**config.mk**
```make
export PLATFORM = sky130hd
export DESIGN_NAME = compare15_table_writer_flat
export DESIGN_NICKNAME = d
export VERILOG_FILES = /design/src/rtl/compare15_table_writer_if.sv /design/src/rtl/compare15_table_writer.sv /design/src/flat_wrapper.sv
export SDC_FILE = /design/constraint.sdc
export NUM_CORES = 1
export LEC_CHECK = 0
export BUFFER_PORTS_ARGS = -buffer_cell sky130_fd_sc_hd__buf_2
export CORE_MARGIN = 4
export CORE_UTILIZATION = 55
export DETAILED_ROUTE_END_ITERATION = 7
export PLACE_DENSITY = 0.77
export SYNTH_ARGS = -nofsm -noshare
export SYNTH_HDL_FRONTEND = slang
export SYNTH_SLANG_ARGS = --single-unit
```
**constraint.sdc**
```tcl
create_clock -name clk -period 5.1 [get_ports clk]
set_input_delay 0.765 -clock clk [delete_from_list [all_inputs] [get_ports clk]]
set_output_delay 0.765 -clock clk [all_outputs]
set_load 0.005 [all_outputs]
```
**src/rtl/compare15_table_writer_if.sv**
```systemverilog
// Request/response bus of the comparator entry-table writer.
// The master issues write and read requests; the slave is the table writer.
interface compare15_table_writer_if #(
    parameter int unsigned WIDTH = 8
);
    logic             wr_valid;
    logic             wr_ready;
    logic [1:0]       wr_mode;
    logic [3:0]       wr_idx;
    logic [WIDTH-1:0] wr_data;
    logic             rd_en;
    logic [3:0]       rd_idx;
    logic [WIDTH-1:0] rd_data;
    logic             rd_valid;

    modport master (
        output wr_valid, wr_mode, wr_idx, wr_data, rd_en, rd_idx,
        input  wr_ready, rd_data, rd_valid
    );

    modport slave (
        input  wr_valid, wr_mode, wr_idx, wr_data, rd_en, rd_idx,
        output wr_ready, rd_data, rd_valid
    );
endinterface

```
**src/rtl/compare15_table_writer.sv**
```systemverilog
// Owns the 15-entry table searched by the match comparator.
// Supports indexed writes, append writes with an auto-increment pointer,
// a sequential 15-cycle clear-all sweep, and indexed read-back.
module compare15_table_writer #(
    parameter int unsigned      WIDTH = 8,
    parameter logic [WIDTH-1:0] FILL  = 8'hFF
) (
    input  logic                    clk,
    input  logic                    rst,
    compare15_table_writer_if.slave bus,
    output logic [15*WIDTH-1:0]     entries,
    output logic [3:0]              count,
    output logic                    full,
    output logic                    err,
    output logic                    clr_done
);
    typedef enum logic {
        IDLE,
        CLEAR
    } state_t;

    localparam logic [1:0] MODE_INDEXED = 2'b00;
    localparam logic [1:0] MODE_APPEND  = 2'b01;
    localparam logic [1:0] MODE_CLEAR   = 2'b10;

    state_t           state;
    logic [3:0]       p;
    logic [WIDTH-1:0] mem [15];

    // Table registers drive the comparator inputs directly.
    for (genvar k = 0; k < 15; k++) begin : g_entries
        assign entries[k*WIDTH +: WIDTH] = mem[k];
    end

    assign full = (count == 4'd15);

    // Request handling, clear sweep and read-back, all registered.
    // Reads sample mem with a non-blocking read, so a same-edge write
    // to the same index returns the pre-write value.
    always_ff @(posedge clk or posedge rst) begin
        if (rst) begin
            mem          <= '{default: FILL};
            count        <= '0;
            p            <= '0;
            state        <= IDLE;
            bus.wr_ready <= 1'b1;
            bus.rd_data  <= '0;
            bus.rd_valid <= 1'b0;
            err          <= 1'b0;
            clr_done     <= 1'b0;
        end else begin
            err          <= 1'b0;
            clr_done     <= 1'b0;
            bus.rd_valid <= bus.rd_en;
            if (bus.rd_en) begin
                bus.rd_data <= (bus.rd_idx == 4'd15) ? '0 : mem[bus.rd_idx];
            end

            case (state)
                IDLE: begin
                    if (bus.wr_valid && bus.wr_ready) begin
                        case (bus.wr_mode)
                            MODE_INDEXED: begin
                                if (bus.wr_idx == 4'd15) begin
                                    err <= 1'b1;
                                end else begin
                                    mem[bus.wr_idx] <= bus.wr_data;
                                end
                            end
                            MODE_APPEND: begin
                                if (count == 4'd15) begin
                                    err <= 1'b1;
                                end else begin
                                    mem[count] <= bus.wr_data;
                                    count      <= count + 4'd1;
                                end
                            end
                            MODE_CLEAR: begin
                                state        <= CLEAR;
                                p            <= '0;
                                bus.wr_ready <= 1'b0;
                            end
                            default: begin
                                err <= 1'b1;
                            end
                        endcase
                    end
                end
                CLEAR: begin
                    mem[p] <= FILL;
                    if (p == 4'd14) begin
                        state        <= IDLE;
                        count        <= '0;
                        clr_done     <= 1'b1;
                        bus.wr_ready <= 1'b1;
                    end else begin
                        p <= p + 4'd1;
                    end
                end
                default: begin
                    state <= IDLE;
                end
            endcase
        end
    end
endmodule

```
**src/flat_wrapper.sv**
```systemverilog
// flat-port wrapper written by rule: the top's interface ports become plain ports
module compare15_table_writer_flat 
#(
    parameter int unsigned      WIDTH = 8,
    parameter logic [WIDTH-1:0] FILL  = 8'hFF
)
  (clk, rst, entries, count, full, err, clr_done, bus_wr_valid, bus_wr_mode, bus_wr_idx, bus_wr_data, bus_rd_en, bus_rd_idx, bus_wr_ready, bus_rd_data, bus_rd_valid);
  compare15_table_writer_if #(.WIDTH(WIDTH)) bus_i ();
  input  logic clk;
  input  logic rst;
  output logic [15*WIDTH-1:0] entries;
  output logic [3:0] count;
  output logic full;
  output logic err;
  output logic clr_done;
  input wire logic [$bits(bus_i.wr_valid)-1:0] bus_wr_valid;
  input wire logic [$bits(bus_i.wr_mode)-1:0] bus_wr_mode;
  input wire logic [$bits(bus_i.wr_idx)-1:0] bus_wr_idx;
  input wire logic [$bits(bus_i.wr_data)-1:0] bus_wr_data;
  input wire logic [$bits(bus_i.rd_en)-1:0] bus_rd_en;
  input wire logic [$bits(bus_i.rd_idx)-1:0] bus_rd_idx;
  output wire logic [$bits(bus_i.wr_ready)-1:0] bus_wr_ready;
  output wire logic [$bits(bus_i.rd_data)-1:0] bus_rd_data;
  output wire logic [$bits(bus_i.rd_valid)-1:0] bus_rd_valid;
  assign bus_i.wr_valid = bus_wr_valid;
  assign bus_i.wr_mode = bus_wr_mode;
  assign bus_i.wr_idx = bus_wr_idx;
  assign bus_i.wr_data = bus_wr_data;
  assign bus_i.rd_en = bus_rd_en;
  assign bus_i.rd_idx = bus_rd_idx;
  assign bus_wr_ready = bus_i.wr_ready;
  assign bus_rd_data = bus_i.rd_data;
  assign bus_rd_valid = bus_i.rd_valid;
  compare15_table_writer #(.WIDTH(WIDTH), .FILL(FILL)) u_core (.clk(clk), .rst(rst), .bus(bus_i), .entries(entries), .count(count), .full(full), .err(err), .clr_done(clr_done));
endmodule
```
# Yosys cells after proc, flatten, opt, wreduce, memory -nomap -nowiden
# Index checks and enable logic that the tools add are counted.
[totals] reg_bits=141 inputBits=22 output_inout_bits=137 elab_cells=103
[op_classes] n_addsub=2 n_lt_le_gt_ge=7 n_eq_ne=15 muxes=41 bitwise=6 n_reduce_logical=9
[op_table] operator="one-hot mux 120 bit (2 select lines)" count=2
[op_table] operator="two-way mux 120 bit" count=3
[op_table] operator="bitwise mux 120 bit" count=2
[op_table] operator="bitwise OR 120 bit" count=1
[op_table] operator="demux 8 bit (select 4 bit)" count=3
[op_table] operator="two-way mux 8 bit" count=6
[op_table] operator="binary-select mux 8 bit (select 4 bit)" count=1
[op_table] operator="two-way mux 4 bit" count=7
[op_table] operator="greater-or-equal comparator 5 bit, second input constant" count=4
[op_table] operator="inverter 4 -> 5 bit" count=4
[op_table] operator="equality test 4 bit, second input constant" count=4
[op_table] operator="one-hot mux 4 bit (2 select lines)" count=2
[op_table] operator="< comparator 5 x 1 -> 1 bit, second input constant" count=3
[op_table] operator="two-way mux 1 bit" count=12
[op_table] operator="!= test 2 bit, second input constant" count=5
[op_table] operator="!= test 3 bit, second input constant" count=3
[op_table] operator="adder 4 x 1 -> 4 bit, second input constant" count=2
[op_table] operator="AND reduction 4 bit" count=2
[op_table] operator="AND reduction 3 bit" count=2
[op_table] operator="logical AND 1 bit" count=4
[op_table] operator="one-hot mux 1 bit (2 select lines)" count=2
[op_table] operator="one-hot mux 1 bit (3 select lines)" count=1
[op_table] operator="equality test 2 x 1 -> 1 bit, second input constant" count=1
[op_table] operator="equality test 2 bit, second input constant" count=1
[op_table] operator="3 further kinds" count=3

# Logic depth before layout (Yosys ltp)
# Gate-level depths: netlist of the first run.
[logic_depth] word_depth=10 ltp_mapped=7 mapped_depth_nobuf=6

# Worst setup path after synthesis of the first run
# OpenSTA, ideal clock, no wires.
[synth_timing] kind="input -> register" from="input bus_rd_idx[0]" to="register u_core.bus.rd_data[0]" setup_ps=143 t_arrival_ps=2097 required_ps=4957 path_slack_ps=2860 stages=6 path_buffers=3 cell_sequence="buf_2 -> buf_2 -> clkbuf_1 -> mux4_2 -> o211ai_1 -> o221ai_1"
[synth_via] elab_chain_len=5 elab_cells_between_ends=6 classes_between="eq/ne (1); mux (4); bitwise (1)"
[synth_lines] item="from (decl)" line_no="flat_wrapper.sv:21" rtl="input wire logic [$bits(bus_i.rd_idx)-1:0] bus_rd_idx;"
[synth_lines] item="inverter 4 -> 5 bit (implied by the code)" line_no="compare15_table_writer.sv:56" rtl="bus.rd_data <= (bus.rd_idx == 4'd15) ? '0 : mem[bus.rd_idx];"
[synth_lines] item="binary-select mux 8 bit (select 4 bit)" line_no="compare15_table_writer.sv:56"
[synth_lines] item="two-way mux 8 bit (implied by the code) (2 in a row)" line_no="compare15_table_writer.sv:56"
[synth_lines] item="two-way mux 8 bit (*)" line_no="compare15_table_writer.sv:56"
[synth_lines] item="to (signal assigned)" line_no="compare15_table_writer.sv:56"
[synth_lines] item="to (decl)" line_no="compare15_table_writer_if.sv:23" rtl="output wr_ready, rd_data, rd_valid"
# Mark *: on every way between the ends. The rest lies on a longest branch, timed or not. The select of a mux whose other input is x is not followed.
# A chain may end at the register's enable or synchronous reset.

# Worst setup path in the final report of the first run
[layout_timing] from="register u_core.count[0]" to="register u_core.mem, in the netlist u_core.entries[57]"
[layout_via] elab_chain_len=10 elab_cells_between_ends=14 classes_between="order compare (2); eq/ne (2); mux (7); bitwise (1); reduce/logical (2)"
[layout_lines] item="from (decl)" line_no="compare15_table_writer.sv:12" rtl="output logic [3:0] count,"
[layout_lines] item="from (signal assigned)" line_no="compare15_table_writer.sv:75" rtl="count <= count + 4'd1;"
[layout_lines] item="inverter 4 -> 5 bit (implied by the code)" line_no="compare15_table_writer.sv:74" rtl="mem[count] <= bus.wr_data;"
[layout_lines] item="greater-or-equal comparator 5 bit (implied by the code) / < comparator 5 x 1 -> 1 bit (equally long branches)" line_no="compare15_table_writer.sv:74"
[layout_lines] item="logical AND 1 bit (implied by the code)" line_no="compare15_table_writer.sv:74"
[layout_lines] item="two-way mux 8 bit (implied by the code)" line_no="compare15_table_writer.sv:74"
[layout_lines] item="demux 8 bit (select 4 bit)" line_no="compare15_table_writer.sv:74"
[layout_lines] item="bitwise mux 120 bit" line_no="compare15_table_writer.sv:74"
[layout_lines] item="two-way mux 120 bit" line_no="compare15_table_writer.sv:71" rtl="if (count == 4'd15) begin"
[layout_lines] item="one-hot mux 120 bit (2 select lines)" line_no="compare15_table_writer.sv:62" rtl="case (bus.wr_mode)"
[layout_lines] item="two-way mux 120 bit" line_no="compare15_table_writer.sv:61" rtl="if (bus.wr_valid && bus.wr_ready) begin"
[layout_lines] item="one-hot mux 120 bit (2 select lines)" line_no="compare15_table_writer.sv:59" rtl="case (state)"
[layout_lines] item="to (signal, indexed assignment)" line_no="compare15_table_writer.sv:67" rtl="mem[bus.wr_idx] <= bus.wr_data;"
[layout_lines] item="to (signal, indexed assignment)" line_no="compare15_table_writer.sv:74"
[layout_lines] item="to (decl)" line_no="compare15_table_writer.sv:28" rtl="logic [WIDTH-1:0] mem [15];"
# Several ways; a longest one is shown, not always the timed one. The select of a mux whose other input is x is not followed.

==> results of run 1 <==
-- layout by cell type (no fill, tap or decap), types with 5 or more instances in the layout --
| cell | n |
|---|---|
| buf_2 | 158 |
| dfstp_2 | 121 |
| mux2i_1 | 86 |
| a21oi_1 | 58 |
| nor2_1 | 55 |
| o21ai_0 | 28 |
| inv_1 | 25 |
| mux4_2 | 24 |
| dfrtp_1 | 19 |
| nand2_1 | 17 |
| a211oi_1 | 17 |
| clkbuf_16 | 17 |
| nand2b_1 | 16 |
| mux2_4 | 16 |
| o221ai_1 | 16 |
| o221a_2 | 13 |
| nor2b_1 | 12 |
| nand3_1 | 11 |
| o221a_1 | 11 |
| a32oi_1 | 10 |
| or2_2 | 9 |
| clkinv_1 | 8 |
| o211ai_1 | 8 |
| ha_1 | 8 |
| nor3_4 | 7 |
| bufinv_16 | 5 |
-- per-layer routing --
| layer | share of wire [%] | vias up | wire length [um] | GRT usage, % |
|---|---|---|---|---|
| met5 | 0 | - | 0 | 0 |
| met4 | 3.3 | 0 | 848 | 10.3 |
| met3 | 8.7 | 64 | 2200 | 7.06 |
| met2 | 48 | 404 | 12200 | 49.1 |
| met1 | 40 | 3326 | 10100 | 42.2 |
| li1 | - | 2866 | - | - |
-- worst max-delay path by stage --
stage,from,endpoint
CTS,u_core.count[0],u_core.entries[87]
global route,u_core.count[0],u_core.entries[59]
floorplan,rst,u_core.bus.rd_data[0]
detailed placement,bus_wr_valid,u_core.entries[90]
global placement,bus_wr_idx[2],u_core.entries[39]
finish,u_core.count[0],u_core.entries[57]
-- per-stage QoR --
| stage | std cells | instance area, sq um |
|---|---|---|
| global placement | 987 | 8850 |
| detailed placement | 987 | 8850 |
| finish | 1019 | 9500 |
| CTS | 1019 | 9500 |
| global route | 1019 | 9500 |
| floorplan | 695 | 8040 |
-- area by class of cell --
class | instances | area share, %
flip-flops and latches | 141 | 38.7
inverters | 34 | 1.37
well taps | 180 | 2.37
clock inverters | 9 | 1.91
repair buffers | 162 | 8.64
clock buffers | 23 | 4.92
multi-input cells | 470 | 42.0
-- registers in the layout (all words and copies together) (netlist names) --
name / cells
u_core.bus.wr_ready: 1
u_core.err: 1
u_core.entries: 120
u_core.bus.rd_data: 8
u_core.p: 4
u_core.bus.rd_valid: 1
u_core.count: 4
u_core.state: 1
u_core.clr_done: 1
-- power by group through the flow --
stage                     logic (mW)  clock network [mW]  registers (mW)
final                           1.47                1.39            1.95
after CTS                       1.46                1.39            1.93
after floorplan                0.925                   0            1.82
after detailed placement        1.45                   0            1.94
after global routing            1.59                1.45            1.97
after global placement          1.40                   0            1.92
-- cell families (layout without fill, tap and decap cells) --
group | count (synthesis) | in the layout
flip-flops | 141 | 141
multiplexers | 129 | 129
AND/OR/NAND/NOR | 158 | 158
buffers and inverters | 84 | 228
XOR/XNOR | 1 | 1
AO/OA/AOI/OAI | 174 | 174
adder cells (fa/ha/maj) | 8 | 8
==> flow_summary.yaml, run 1 <==
synthesis:
  synth.most_common_cell: "dfstp_2"
  postSynthNetCount: 725
  postSynth.asyncResetShare_pct: 100
  synth_warnings: 0
  ys_top_cells_by_count: "121 x dfstp_2, 86 x mux2i_1, 58 x a21oi_1, 55 x nor2_1, 29 x clkbuf_1"
  synthAdderAreaFrac_pct: 1.25
  synth_ff_type: "dfstp_2"
  syn_avg_cell_area_sq_um: 11.6
  synth_top_cells_by_area: "dfstp_2 40%, mux2i_1 11%, mux4_2 6.7%"
  seq_area_frac_synth_pct: 45.8
  netlist_area_sq_um: 8040
  synth_top_family_by_area: "multiplexers"
  synth_xor_area_share_pct: 0.109
  ys_types: 57
  synth_top_area_cell: "dfstp_2"
  ys_seq_elements: 141
  synth_edf_count: 0
  synth_top_area_share_pct: 39.6
  synth_mux_area_share_pct: 20.8
  synthSimpleGateAreaFrac_pct: 11.6
  synthCells: 695
  synth_compound_area_share_pct: 15.9
worst_setup_path:
  cp.arrival_ps: 3190
  startpoint_type: "flip-flop"
  path_buf_inv: 1
  cp_max_fo: 37
  crit_family: "simple AND/OR/NAND/NOR gates"
  required_ps: 5450
  crit_chain: "ha_1 -> nand4_4 -> o2111ai_4 -> buf_4 -> nor3_4 -> mux2i_1"
  crit_slowest_cell: "nor3_4"
  cp.depth: 6
  critPathMaxStageDelay_ps: 580
  r2r_cells: 6
  regToRegStartpoint: "u_core.count[0]"
  worstReg2RegEnd: "u_core.entries[57]"
  rrSetupSlack_ps: 2260
  worst_setup_path_end_kind: "flip-flop"
  crit_type: "reg -> reg"
clocking:
  postCtsHoldBufs: 0
  cts_made_buffers: 17
  cts-htree-levels: 4
  cts.sinks: 141
  ctsResizeCount: 0
  cts_tree: "done"
  clk_latency_ps: 430
  postCtsSetupBuffers: 0
  cts_buffer_depth: 2
  cts_root_buf: "clkbuf_16"
  clk_pin_slew_ps: 60
timing:
  hold_violations: 0
  tns_ps: 0
  setup_viol: 0
  rsz0062_at_grt: "no"
  max_freq_mhz: 353
  setup_ws_ps: 2260
  holdWs_ps: 375
  fin_worst_skew_ps: 7.33
  report.final.slew_viol_count: 0
  min_period_over_period_pct: 55.6
  tightestPinTransition_ps: 1280
  slew-limit-headroom_pct: 13.3
  fin_crit_ps: 2840
pwr:
  report.power.total_mw: 4.80
  p_leak_nw: 3.58
  power.internal_mw: 3.09
  switchingPower_mw: 1.72
  ir_drop_uv: 295
  p_per_area_nw_per_um2: 506
  comb_power_share_pct: 30.6
  clkPwrFrac_pct: 28.9
  p_seq_share_pct: 40.5
  sw_frac_of_total_pct: 35.8
finish:
  drive_gt1_share_pct: 47.1
  regArea_sq_um: 3680
  nFillCells: 1043
  post-route-util_pct: 67.4
  synthToLayoutAreaGrowth_pct: 18.2
  num_antenna_cells: 0
  nets: 856
  multiInputGateArea_sq_um: 4000
global_route:
  grt_usage_pct: 30.9
  grt_max_degree: 61
  grt_pass1_wl_mm: 38.8
  grt_antenna_before_repair: 0
  grt-ovfl-total: 0
  grt_pass1_vias: 6535
route:
  drtAntennaViolNets: 0
  wire_per_inst_um: 24.9
  drtIter0Drc: 711
  drcViolationCount: 0
  viasPerCell: 6.54
  wirelength_mm: 25.4
  num_vias: 6660
  firstDrtPassIters: 5
floorplan:
  die_w_um: 129
  pin_count: 159
  dieArea_sq_um: 16600
  rows: 43
  floorplan.initialDensity_pct: 57.0
  die_y_um: 129
  core_sq_um: 14100
place:
  gp_congestion: 0.923
  port-buffer-count: 158
  place_ws_ps: 2130
  dpl.hpwl_mm: 18.1
hold_path:
  min_path_type: "in -> async"
status:
  status: "completed"
run:
  cap_violations: 0
Power figures use the tool's default switching activity.
==> run 2: changes to the inputs <==
- CORE_UTILIZATION: 55 -> 51
- PLACE_DENSITY: 0.77 -> 0.75
- clock period: 5.1 -> 2.3 ns (I/O delays scaled with it)
==> flow_summary.yaml, run 2 (synthesized netlist as in run 1, its figures left out) <==
clocking:
  cts_tree: "done"
  cts_made_buffers: 17
  ctsResizeCount: 0
  cts_buffer_depth: 2
  postCtsSetupBuffers: 0
  clk_pin_slew_ps: 60
  cts.sinks: 141
  cts_root_buf: "clkbuf_16"
  postCtsHoldBufs: 0
  clk_latency_ps: 430
  cts-htree-levels: 4
floorplan:
  floorplan.initialDensity_pct: 52.5
  die_w_um: 134
  core_sq_um: 15300
  dieArea_sq_um: 17800
  pin_count: 159
  rows: 45
  die_y_um: 134
finish:
  drive_gt1_share_pct: 49.5
  nets: 889
  final_common_cell: "buf_2"
  synthToLayoutAreaGrowth_pct: 22.0
  layout.cells.most_common_list: "158 x buf_2, 121 x dfstp_2, 86 x mux2i_1"
  final_cells: 1083
  largest_register_ffs: 120
  nFillCells: 1199
  num_antenna_cells: 0
worst_setup_path:
  startpoint_type: "flip-flop"
  worst_setup_path_end_kind: "flip-flop"
  required_ps: 2620
  cp.arrival_ps: 2420
  cp_max_fo: 29
  crit_type: "reg -> reg"
global_route:
  gr-usage-met3_pct: 5.93
  grt_pass1_vias: 6800
  grt.busiest_layer: "met2"
  grt.met1_usage_pct: 37.1
  grtUsageMet2_pct: 45.4
  grt_antenna_before_repair: 0
  grt-ovfl-total: 0
  grt_pass1_wl_mm: 39.2
  grt_max_degree: 142
  grt_usage_pct: 28.3
route:
  drtIter0Drc: 713
  num_vias: 6761
  firstDrtPassIters: 6
  viasPerCell: 6.24
  drcViolationCount: 0
  drtAntennaViolNets: 0
  wire_per_inst_um: 23.5
  wirelength_mm: 25.4
timing:
  rsz0062_at_grt: "no"
  fin_crit_ps: 2090
  report.final.slew_viol_count: 0
  setup_viol: 0
  holdWs_ps: 124
  max_freq_mhz: 477
  fin_worst_skew_ps: 7.79
  min_period_over_period_pct: 91.1
  tightestPinTransition_ps: 757
  slew-limit-headroom_pct: 49.5
  hold_violations: 0
  tns_ps: 0
place:
  gp_congestion: 0.873
  port-buffer-count: 158
  dpl.hpwl_mm: 18.5
  numPlacedInstances: 1051
run:
  cap_violations: 0
status:
  status: "completed"
hold_path:
  min_path_type: "in -> async"
pwr:
  p_per_area_nw_per_um2: 1080
  p_leak_nw: 3.73
  ir_drop_uv: 661
-- run 2: final cells by class --
class / instances / area (sq um) / area share [%]
Multi-Input combinational cell: 470 / 4000 / 40.7
Inverter: 34 / 131 / 1.34
Sequential cell: 141 / 3680 / 37.5
Timing Repair Buffer: 195 / 1140 / 11.7
Clock inverter: 13 / 140 / 1.43
Tap cell: 211 / 264 / 2.69
Clock buffer: 19 / 453 / 4.62
-- run 2: layer usage --
layer	share of wire, %	vias to the layer above
met5	0	-
met2	48	360
met3	8.1	73
met4	4.1	0
met1	40	3406
li1	-	2922
-- run 2: worst paths after layout --
kind	from	endpoint	slack (ps)	cells after the start
setup / recovery	u_core.count[1]	u_core.entries[15]	210	7
min in group clk	bus_rd_en	u_core.bus.rd_valid	150	1
hold reg to reg	u_core.entries[12]	u_core.entries[12]	530	2
setup reg to reg	u_core.count[1]	u_core.entries[15]	210	7
hold / removal	rst	u_core.bus.rd_data[4]	120	3
max in group asynchronous	rst	u_core.state	1550	3
-- run 2: worst max-delay path, stage by stage (launching register included) --
cell       delay [ps]
dfrtp_1           420
ha_1              300
nand4_4           140
o2111ai_4         140
buf_12            200
buf_4             230
a21o_1            270
a211oi_1          280
-- run 2: through the flow --
| stage | total power, mW | util [%] | worst slack [ps] | cell area (sq um) |
|---|---|---|---|---|
| floorplan | 6.08 | - | 236 | 8040 |
| global placement | 7.60 | 60.2 | 345 | 9220 |
| detailed placement | 7.77 | 60.2 | 224 | 9220 |
| CTS | 10.5 | 64.0 | 211 | 9810 |
| global route | 11.0 | 64.0 | 126 | 9810 |
| finish | 10.6 | 64.0 | 206 | 9810 |
-- run 2: power breakdown --
group / switching (mW) / internal, mW
Combinational: 1.99 / 1.53
Sequential: 0.788 / 3.51
Clock: 1.12 / 1.65
==> run 3: changes to the inputs <==
--- a/config.mk
+++ b/config.mk
@@ -9,5 +9,5 @@
 export CORE_MARGIN = 4
-export CORE_UTILIZATION = 51
+export CORE_UTILIZATION = 39
 export DETAILED_ROUTE_END_ITERATION = 7
-export PLACE_DENSITY = 0.75
+export PLACE_DENSITY = 0.59
 export SYNTH_ARGS = -nofsm -noshare
==> constraint.sdc (replaced) <==
create_clock -name clk -period 2.3 [get_ports clk]
set_input_delay 0.115 -clock clk [delete_from_list [all_inputs] [get_ports clk]]
set_output_delay 0.115 -clock clk [all_outputs]
set_load 0.005 [all_outputs]
==> flow_summary.yaml, run 3 (synthesized netlist as in run 1, its figures left out) <==
timing:
  hold_violations: 0
  tns_ps: 0
  min_period_over_period_pct: 93.7
  rsz0062_at_grt: "no"
  slew-limit-headroom_pct: 54.6
  report.final.slew_viol_count: 0
  max_freq_mhz: 464
  tightestPinTransition_ps: 676
  fin_crit_ps: 2150
  holdWs_ps: 17.4
  fin_worst_skew_ps: 7.10
  setup_viol: 0
finish:
  drive_gt1_share_pct: 49.4
  nets: 897
  num_antenna_cells: 0
  layout.cells.most_common_list: "158 x buf_2, 121 x dfstp_2, 86 x mux2i_1"
  largest_register_ffs: 120
  final_cells: 1150
  synthToLayoutAreaGrowth_pct: 24.1
  final_common_cell: "buf_2"
status:
  status: "completed"
worst_setup_path:
  cp.arrival_ps: 2500
  startpoint_type: "flip-flop"
  cp_max_fo: 9
  required_ps: 2650
  crit_type: "reg -> reg"
  worst_setup_path_end_kind: "flip-flop"
floorplan:
  pin_count: 159
  floorplan.initialDensity_pct: 39.7
  rows: 52
  die_y_um: 152
  dieArea_sq_um: 23000
  die_w_um: 152
  core_sq_um: 20200
run:
  cap_violations: 0
place:
  dpl.hpwl_mm: 19.8
  gp_congestion: 0.835
  numPlacedInstances: 1114
  port-buffer-count: 158
clocking:
  cts-htree-levels: 4
  cts_tree: "done"
  cts_root_buf: "clkbuf_16"
  cts.sinks: 141
  clk_pin_slew_ps: 60
  postCtsSetupBuffers: 0
  cts_buffer_depth: 2
  cts_made_buffers: 17
  clk_latency_ps: 440
  ctsResizeCount: 0
route:
  drtIter0Drc: 515
  firstDrtPassIters: 5
  drtAntennaViolNets: 0
  drcViolationCount: 0
  wire_per_inst_um: 23.5
  viasPerCell: 5.69
  wirelength_mm: 27.1
  num_vias: 6549
pwr:
  switchingPower_mw: 3.89
  ir_drop_uv: 578
  report.power.total_mw: 10.9
  clkPwrFrac_pct: 28.0
  power.internal_mw: 6.96
  p_seq_share_pct: 39.9
  p_per_area_nw_per_um2: 1090
  sw_frac_of_total_pct: 35.8
  comb_power_share_pct: 32.1
  p_leak_nw: 3.79
global_route:
  grt_pass1_vias: 6331
  grt-ovfl-total: 0
  grt_pass1_wl_mm: 40.4
  grtUsageMet2_pct: 38.1
  grt.met1_usage_pct: 32.2
  grt_max_degree: 113
  grt.busiest_layer: "met2"
  grt_antenna_before_repair: 0
  grt_usage_pct: 23.6
  gr-usage-met3_pct: 5.35
hold_path:
  min_path_type: "in -> reg"
run 3: worst paths after layout:
check / start / to / slack [ps] / depth (start not counted)
worst max register to register: u_core.count[1] / u_core.entries[95] / 150 / 7
worst max-delay path: u_core.count[1] / u_core.entries[95] / 150 / 7
worst min-delay path: bus_wr_data[6] / u_core.entries[102] / 20 / 2
max in group asynchronous: rst / u_core.state / 1350 / 4
worst min register to register: u_core.bus.wr_ready / u_core.bus.wr_ready / 530 / 1
min in group asynchronous: rst / u_core.bus.rd_data[0] / 350 / 4
run 3: area by class of cell:
class / count / area (sq um)
inverter: 34 / 131
clock inverter: 10 / 159
timing repair buffer: 203 / 1190
clock buffer: 22 / 484
sequential: 141 / 3680
fill: 1875 / 10300
multi-input combinational: 470 / 4000
tap: 270 / 338
run 3: critical path, stage by stage (launching register included):
cell and delay, ps:
dfrtp_1 430, ha_1 240, nand4_4 120, o2111ai_4 340, buf_4 320, nor3_4 150, buf_4 220, mux2i_1 230
run 3: power by group through the flow:
stage          clock, mW  sequential [mW]  combinational [mW]
6_report            3.04             4.33                3.48
2_1_floorplan          0             4.03                2.05
5_1_grt             3.19             4.40                3.80
3_5_place_dp           0             4.34                3.48
4_1_cts             3.08             4.32                3.49
3_3_place_gp           0             4.34                3.42
run 3: timing repair:
item | in CTS | in global routing
endpoints found under the setup margin | 0 | 3
hold buffers | 4 | 0
hold endpoints to repair | 25 | 0
run 3: per-layer routing:
metal	vias up	routed length [um]
li1	2938	-
met1	3319	11700
met5	-	0
met4	0	479
met2	262	13000
met3	30	1900
run 3: through the flow:
| step | cell area, sq um | setup slack [ps] | utilization (%) |
|---|---|---|---|
| after floorplan | 8040 | 236 | - |
| after global placement | 9290 | 188 | 45.9 |
| after detailed placement | 9290 | 146 | 45.9 |
| after CTS | 9980 | 108 | 49.3 |
| after global routing | 9980 | 21.1 | 49.3 |
| final | 9980 | 146 | 49.3 |
